==> src/rtl/fifo_wr_arbiter.sv <==
// Round-robin arbiter sharing the async FIFO write port among NREQ requesters.
// Grants are registered and burst-limited; ack/w_en/wdata follow req/full combinationally.
module fifo_wr_arbiter #(
    parameter int NREQ       = 4,
    parameter int DATA_WIDTH = 8,
    parameter int MAX_BURST  = 4
) (
    input  logic                       wclk,
    input  logic                       wrst_n,
    input  logic [NREQ-1:0]            req,
    input  logic [NREQ*DATA_WIDTH-1:0] wdata_in,
    input  logic                       full,
    output logic [NREQ-1:0]            gnt,
    output logic [NREQ-1:0]            ack,
    output logic                       w_en,
    output logic [DATA_WIDTH-1:0]      wdata
);

    localparam int IW = $clog2(NREQ);
    localparam int CW = $clog2(MAX_BURST + 1);

    typedef enum logic {
        IDLE,
        GRANT
    } state_t;

    state_t         state;
    logic [IW-1:0]  own;
    logic [IW-1:0]  last;
    logic [IW-1:0]  base;
    logic [IW-1:0]  win;
    logic [IW-1:0]  idx;
    logic           found;
    logic [CW-1:0]  cnt;
    logic           take;
    logic           burst_end;
    logic           release_now;

    // On release, last becomes own, so searching from own+1 covers both
    // the idle and handoff cases. A dropped owner has req[own]=0 already,
    // so no explicit mask is needed; a burst-ended owner is found last.
    always_comb begin
        base  = (state == GRANT) ? own : last;
        win   = '0;
        found = 1'b0;
        idx   = '0;
        for (int i = NREQ; i >= 1; i--) begin
            idx = IW'((int'(base) + i) % NREQ);
            if (req[idx]) begin
                win   = idx;
                found = 1'b1;
            end
        end
    end

    assign ack  = full ? '0 : (gnt & req);
    assign w_en = |ack;

    always_comb begin
        wdata = '0;
        for (int i = 0; i < NREQ; i++) begin
            if (gnt[i]) wdata = wdata_in[i*DATA_WIDTH +: DATA_WIDTH];
        end
    end

    assign take        = ack[own];
    assign burst_end   = take && (cnt == CW'(MAX_BURST - 1));
    assign release_now = (state == GRANT) && (!req[own] || burst_end);

    always_ff @(posedge wclk or negedge wrst_n) begin
        if (!wrst_n) begin
            state <= IDLE;
            gnt   <= '0;
            own   <= '0;
            cnt   <= '0;
            last  <= IW'(NREQ - 1);
        end else begin
            unique case (state)
                IDLE: begin
                    if (found) begin
                        state <= GRANT;
                        gnt   <= NREQ'(1) << win;
                        own   <= win;
                        cnt   <= '0;
                    end
                end
                GRANT: begin
                    if (release_now) begin
                        last <= own;
                        cnt  <= '0;
                        if (found) begin
                            gnt <= NREQ'(1) << win;
                            own <= win;
                        end else begin
                            state <= IDLE;
                            gnt   <= '0;
                        end
                    end else if (take) begin
                        cnt <= cnt + CW'(1);
                    end
                end
                default: state <= IDLE;
            endcase
        end
    end

endmodule

==> config.mk <==
export PLATFORM = sky130hd
export DESIGN_NAME = fifo_wr_arbiter
export DESIGN_NICKNAME = d
export VERILOG_FILES = /design/src/rtl/fifo_wr_arbiter.sv
export SDC_FILE = /design/constraint.sdc
export NUM_CORES = 1
export LEC_CHECK = 0
export ABC_CLOCK_PERIOD_IN_PS = 5830
export CORE_UTILIZATION = 30
export DETAILED_ROUTE_END_ITERATION = 7
export PLACE_DENSITY = 0.63
export SETUP_SLACK_MARGIN = 0.1
export SYNTH_ARGS = -nofsm -noshare
export SYNTH_HDL_FRONTEND = slang
export SYNTH_SLANG_ARGS = --single-unit
export TNS_END_PERCENT = 5
==> constraint.sdc <==
create_clock -name wclk -period 5.83 [get_ports wclk]
set_input_delay 1.166 -clock wclk [delete_from_list [all_inputs] [get_ports wclk]]
set_output_delay 1.166 -clock wclk [all_outputs]
set_load 0.05 [all_outputs]
* Yosys cells after proc, flatten, opt, wreduce, memory -nomap -nowiden
Index checks and enable logic that the tools add are counted.
Word-level totals: flip-flop bits (word level) 12, output and inout bits 17, logic and storage cells 70, bits of input ports 39
Operators by class: eq/ne operators 4, bitwise logic cells 2, shifts and indexed selects 1, order comparisons 5, reduce and logical (&&, ||, !) cells 8, multiplexer cells 40, add/sub/neg operators 5
Operators with widths (number):
- 2-to-1 mux 8 bit | 4
- 2-to-1 mux 4 bit | 4
- less-than comparator 2 x 3 -> 1 bit (second input constant) | 5
- 2-to-1 mux 2 bit | 7
- binary-select mux 1 bit (select 2 bit) | 6
- 2-to-1 mux 1 bit | 12
- 2-to-1 mux 3 bit | 3
- one-hot mux 4 bit (2 select lines) | 1
- one-hot mux 3 bit (2 select lines) | 1
- AND reduction 2 bit | 3
- adder 2 x 1 -> 2 bit (second input constant) | 2
- adder 2 bit (second input constant) | 2
- bitwise AND 4 bit | 1
- one-hot mux 2 bit (2 select lines) | 1
- OR reduction 4 bit | 1
- left shift 1 x 2 -> 4 bit (first input constant) | 1
- adder 3 x 1 -> 3 bit (second input constant) | 1
- == test 3 x 2 -> 1 bit (second input constant) | 1
- != test 3 x 1 -> 1 bit (second input constant) | 1
- logical AND 1 bit | 2
- != test 2 x 1 -> 1 bit (second input constant) | 1
- != test 2 bit (second input constant) | 1
- one-hot mux 1 bit (2 select lines) | 1
- logical NOT 1 bit | 1
- 2 further kinds | 2

* Depth between registers and ports, before layout
Gate-level depths: netlist of the first run.
depth in word-level cells 12, mapped depth 7, mapped depth without buffers 6

* Worst setup path before layout of the first run
OpenSTA, ideal clock, no wires.
kind register -> output, from register gnt[1], to output port wdata[0], cell stages (with the launch flop) 8, slack 2186 ps, required time 4664 ps, data arrival time 2478 ps, buffers on the path 2, cells stage by stage dfrtp_1 -> clkbuf_1 -> nor2b_1 -> clkbuf_1 -> a22oi_1 -> nor2_1 -> a21oi_1 -> o21ai_0
Between the ends: cells in the longest elaborated chain, start to end 3
Ends and longest elaborated chain:
- start, declared | RTL line 13 | output logic [NREQ-1:0] gnt,
- start signal, assigned | RTL line 82 | gnt <= NREQ'(1) << win;
- start signal, assigned | RTL line 92 | gnt <= NREQ'(1) << win;
- 2-to-1 mux 8 bit (3 in a row) | RTL line 62 | if (gnt[i]) wdata = wdata_in[i*DATA_WIDTH +: DATA_WIDTH];
- end, declared | RTL line 16 | output logic [DATA_WIDTH-1:0] wdata
No other way between the ends.

* Worst setup path after layout of the first run
from input port req[1], to output port w_en
Between the ends: cells in the longest elaborated chain, start to end 3
Ends and longest elaborated chain:
- start, declared | RTL line 10 | input logic [NREQ-1:0] req,
- bitwise AND 4 bit | RTL line 56 | assign ack = full ? '0 : (gnt & req);
- 2-to-1 mux 4 bit | RTL line 56
- OR reduction 4 bit | RTL line 57 | assign w_en = |ack;
- end, declared | RTL line 15 | output logic w_en,
No other way between the ends.

==> results.md, run 1 <==
* Status: completed
* Crit path max fanout at 6
* Worst Hold Class: reg2reg
* Top cell type's share of synthesized area at 0.2466
* Rows at 20
* DIE WIDTH at 60.16 um
* Startpoint Class: primary input
* VDD IR max at 0.2817 mV
* Combinational power share at 0.679
* H-tree levels at 1
* Relative slew margins at 0.5924
* CTS Buf Count at 3
* Clk pwr share at 0.088
* Synth Cell Area at 1015 sq um
* Via density at 4.963
* Most frequent cell after synthesis: nor2_1
* Sink Count at 12
* P_sw at 388.6 uW
* Post-Syn Instances at 120
* Initial antenna violation count at 0
* Dominant cells by area after synthesis: dfrtp_1, nor2_1, a22oi_1
* Fin crit period at 4.280 ns
* Internal power at 361.8 uW
* Min-delay src: cnt[0]
* CP endpoint kind: output port
* Worst Tran Pin Value at 0.6114 ns
* Mux cell area share after synthesis at 0.1381
* Endpoints failing setup at 0
* Final hold vios at 0
* Antenna violation net count after detailed routing at 0
* Drt pass-1 iters at 4
* Net count after synthesis at 161
* Ys async rst share at 1.000
* Worst-skew pair later-pin latency at 0.27 ns
* EDFF count, synth at 0
* IO Pins at 56
* Reg2Reg Depth at 5
* Remaining DRCs at 0
* Post-synth top cells: nor2_1, nand2_1, a21oi_1, dfrtp_1, o21ai_0
* Cell Pwr Density at 464.6 nW/um^2
* Hold Crit Endpoint: cnt[0]
* DP HPWL at 2.544 mm
* Drt total wl at 3.135 mm
* Final Max Tran Viols at 0
* Setup_tns at 0 ns
* Reg2Reg Setup Slack at 3.45 ns
* Yosys cell types at 41
* Static Leak at 0.6403 nW
* Vert. Die Dim at 60.16 um
* Avg Synthesized Cell Area at 8.456 sq um
* CP Class: in2out
* Hold Worst Slack at 0.4883 ns
* Antenna cell count at 0
* Post-cts resize count at 0
* DR WL/cell at 14.51 um
* GRT Total Usage at 0.1784
* First-pass GRT wire length at 4.850 mm
* Clk_skew at 0.002277 ns
* Layout cells sized above 1 at 0.1047
* Core region area at 3128 sq um
* Effective utilization at floorplan at 0.3244
* Clock slew at reported path FFs at 0.07 ns
* Clk buf depth at 2
* Sw Ratio at 0.5179
* P&R area growth vs syn at 59.19%
* CTS tree: built
* RSZ-0062 raised after global routing: no
* # fillers at 290
* Max cap viols at 0
* Routability congestion estimate at 0.8063
* Simple-gate share of the synthesized area at 0.1874
* Root Buffer: clkbuf_4
* Synth Area in XOR/XNOR at 0
* CTS hold repair buffers at 0
* Req. time, crit path at 4.66 ns
* WHS Path Cells at 1
* Worst r2r dst: gnt[3]
* Grt ovf at 0
* Area leader, netlist: dfrtp_1
* Initial DRC count at 37
* Vias in the first global route at 1066
* Synth Area in Compound Gates at 0.2959
* Worst r2r src: gnt[2]
* Layout net count at 214
* Full die area at 3619 sq um
* Vias at 1072
* Worst EP arrival at 3.11 ns
* Yosys warnings at 0
* Post-CTS repair timing setup buffer count at 0
* Most used flip-flop cell after synthesis: dfrtp_1
* Sequential share of power at 0.233
* Main combinational cell family by area after synthesis: compound AO/OA/AOI/OAI gates
* # port buffers at 55
* Synthesis-stage register bit count at 12
* Adder-cell area share of the yosys netlist at 0.02466
* Largest net degree at the start of global routing at 20
* Fmax at 233.6 MHz
* Post-synthesis sequential area ratio at 0.2984
* Post-route clock period utilization at 0.7342
## power groups by stage
stage          Clock (mW)  Sequential (mW)  Combinational (mW)
6_report           0.0658            0.175               0.510
3_5_place_dp            0            0.176               0.510
4_1_cts            0.0682            0.174               0.512
2_1_floorplan           0            0.173               0.356
5_1_grt            0.0733            0.182               0.547
3_3_place_gp            0            0.174               0.507
## worst max path at each step
stage	start	to	cells after the start
floorplan	gnt[1]	wdata[0]	7
global placement	full	w_en	4
detailed placement	full	w_en	4
CTS	full	w_en	4
global route	full	w_en	4
finish	req[1]	w_en	5
## cell families (layout without fill, tap and decap cells)
group / after synthesis / in the layout
buffers and inverters: 11 / 63
flip-flops: 12 / 12
multiplexers: 10 / 10
adder cells (fa/ha/maj): 2 / 2
AND/OR/NAND/NOR: 42 / 42
AO/OA/AOI/OAI: 43 / 43
## cell usage in the layout, fill, tap and decap left out, types with 2 or more instances in the layout
cell type / netlist / routed
inv_1: 4 / 4
dfrtp_1: 10 / 10
mux2_4: 2 / 2
o21ai_0: 9 / 9
nand2_1: 15 / 15
mux2_2: 2 / 2
clkdlybuf4s50_1: 0 / 55
nor2_1: 17 / 17
ha_1: 2 / 2
mux2i_1: 2 / 2
a21oi_1: 10 / 10
mux4_2: 2 / 2
a22oi_1: 8 / 8
a22o_1: 4 / 4
mux2_1: 2 / 2
clkbuf_4: 0 / 3
dfstp_2: 2 / 2
## per-layer routing
metal	track usage	vias to the layer above	part of all wire
met3	0.03247	2	0.020
met5	0	-	0
met2	0.2936	19	0.51
li1	-	548	-
met4	0.04319	0	0.0070
met1	0.2391	503	0.47
## state kept, by name (all words and copies together) (netlist names)
signal  cells
cnt         3
gnt         4
last        2
own         2
state       1
## stage by stage
stage                     instance area [sq um]    util  power [mW]  worst slack [ns]  instances
final                                      1615  0.5164      0.7504             1.550        216
after detailed placement                   1579  0.5048      0.6863             1.550        212
after global placement                     1579  0.5048      0.6811             1.583        212
after global routing                       1615  0.5164      0.8020             1.474        216
after floorplan                            1015       -      0.5284             2.186        120
after CTS                                  1615  0.5164      0.7546             1.546        216
## area by class of cell
type                    instances  area, sq um  share of cell area
flip-flops and latches         12        302.8              0.1875
multi-input cells              97        655.6              0.4059
inverters                       4        15.01            0.009295
clock buffers                   4        36.28             0.02246
repair buffers                 55        550.5              0.3408
well taps                      44        55.05             0.03408
## critical path: stages
cell and delay, ns:
clkdlybuf4s50_1 0.52, nand2_1 0.13, nor2_1 0.06, or4_1 0.52
clkdlybuf4s50_1 0.72
Power figures use the tool's default switching activity.
==> run 2, diff against run 1 <==
ABC_CLOCK_PERIOD_IN_PS = 4000   (was 5830)
clock period = 4 ns   (was 5.83 ns; I/O delays follow)
==> run 2 against run 1 <==
- routed wire length up 1.0%
- combinational power up 46%
- highest routed layer unchanged
- sequential cell count unchanged
- critical path type unchanged
- largest power group unchanged
- global-route usage up 0.51 points
- largest cell class unchanged
- sequential power up 45%
==> results.md, run 2 (synthesized netlist as in run 1, its figures left out) <==
* Most common cell after layout, fill and taps aside: clkdlybuf4s50_1
* Root Buffer: clkbuf_4
* Effective utilization at floorplan at 0.3244
* IO Pins at 56
* CP endpoint kind: output port
* Most flop-heavy register: gnt
* First-pass GRT wire length at 4.974 mm
* Hold Worst Slack at 0.4884 ns
* Storage element area at 302.8 sq um
* DIE WIDTH at 60.16 um
* Worst EP arrival at 2.75 ns
* Worst Tran Pin Value at 0.5996 ns
* Remaining DRCs at 0
* VDD IR max at 0.3062 mV
* DR WL/cell at 14.66 um
* Vias in the first global route at 1095
* Drt pass-1 iters at 4
* Reg2Reg Depth at 5
* Fin crit period at 3.550 ns
* Status: completed
* Hold Crit Endpoint: cnt[0]
* Antenna cell count at 0
* Vert. Die Dim at 60.16 um
* Core region area at 3128 sq um
* Clock slew at reported path FFs at 0.07 ns
* Largest net degree at the start of global routing at 20
* Endpoints failing setup at 0
* H-tree levels at 1
* Post-cts resize count at 0
* Dpl cells at 212
* Initial DRC count at 43
* Fmax at 281.7 MHz
* Min-delay src: cnt[0]
* Startpoint Class: primary input
* CTS Buf Count at 3
* CTS tree: built
* Clk buf depth at 2
* Worst Hold Class: reg2reg
* Max cap viols at 0
* DP HPWL at 2.581 mm
* Drt total wl at 3.167 mm
* Setup_tns at 0 ns
* Req. time, crit path at 3.20 ns
* Commonest non-fill, non-tap cells in the layout: clkdlybuf4s50_1, nor2_1, nand2_1, a21oi_1, dfrtp_1
* RSZ-0062 raised after global routing: no
* Via density at 5.083
* Grt ovf at 0
* Static Leak at 0.6403 nW
* Vias at 1098
* Pwr Total at 1.091 mW
* Post-route clock period utilization at 0.8875
* Antenna violation net count after detailed routing at 0
* Reg2Reg Setup Slack at 1.65 ns
* Clk_skew at 0.004834 ns
* Layout net count at 214
* End-of-flow core utilization at 0.5164
* Area of the multi-input gates at 655.6 sq um
* Initial antenna violation count at 0
* GRT Total Usage at 0.1835
* WHS Path Cells at 1
* Final hold vios at 0
* Routability congestion estimate at 0.8058
* Cell Pwr Density at 675.2 nW/um^2
* P&R area growth vs syn at 59.19%
* Layout cells sized above 1 at 0.1047
* Post-CTS repair timing setup buffer count at 0
* Relative slew margins at 0.6003
* CP Class: in2out
* Top Registers: gnt (4), cnt (3)
* Sink Count at 12
* Worst r2r src: gnt[2]
* Full die area at 3619 sq um
* Crit path max fanout at 7
* Max FFs per register at 4
* Worst-skew pair later-pin latency at 0.27 ns
* Final Max Tran Viols at 0
* CTS hold repair buffers at 0
* Non-Filler Instances at 216
* Worst r2r dst: gnt[3]
* # port buffers at 55
* Rows at 20
* # fillers at 293
[run 2: how the worst max path moves through the flow]
stage                start  endpoint  slack [ns]
finish                full      w_en        0.45
detailed placement    full      w_en        0.45
global placement      full      w_en        0.48
global route        gnt[1]  wdata[1]        0.32
floorplan           gnt[1]  wdata[0]        0.72
CTS                   full      w_en        0.45
[run 2: final cells by class]
type	instances	area share
Inverter	4	0.009295
Sequential cell	12	0.1875
Timing Repair Buffer	55	0.3408
Multi-Input combinational cell	97	0.4059
Tap cell	44	0.03408
Clock buffer	4	0.02246
[run 2: per-layer routing]
metal  wire length, um  track usage  vias to the layer above
li1                  -            -                      552
met1              1411       0.2464                      520
met5                 0            0                        -
met2              1628       0.2889                       22
met4                34      0.06312                        0
met3                93      0.03896                        4
[run 2: critical path: stages]
cell             delay [ns]
clkdlybuf4s50_1        0.60
nor2_1                 0.10
or4_1                  0.54
clkdlybuf4s50_1        0.72
[run 2: metrics by stage]
stage / cell area, sq um / worst slack (ns)
floorplan: 1015 / 0.7221
global placement: 1579 / 0.4845
detailed placement: 1579 / 0.4541
CTS: 1615 / 0.4476
global route: 1615 / 0.3226
finish: 1615 / 0.4501
[run 2: power by group]
part	leakage [nW]	switching, mW	internal (mW)	total [mW]
combinational	0.473	0.439	0.305	0.743
sequential	0.147	0.0860	0.167	0.253
clock	0.0210	0.0386	0.0554	0.0940
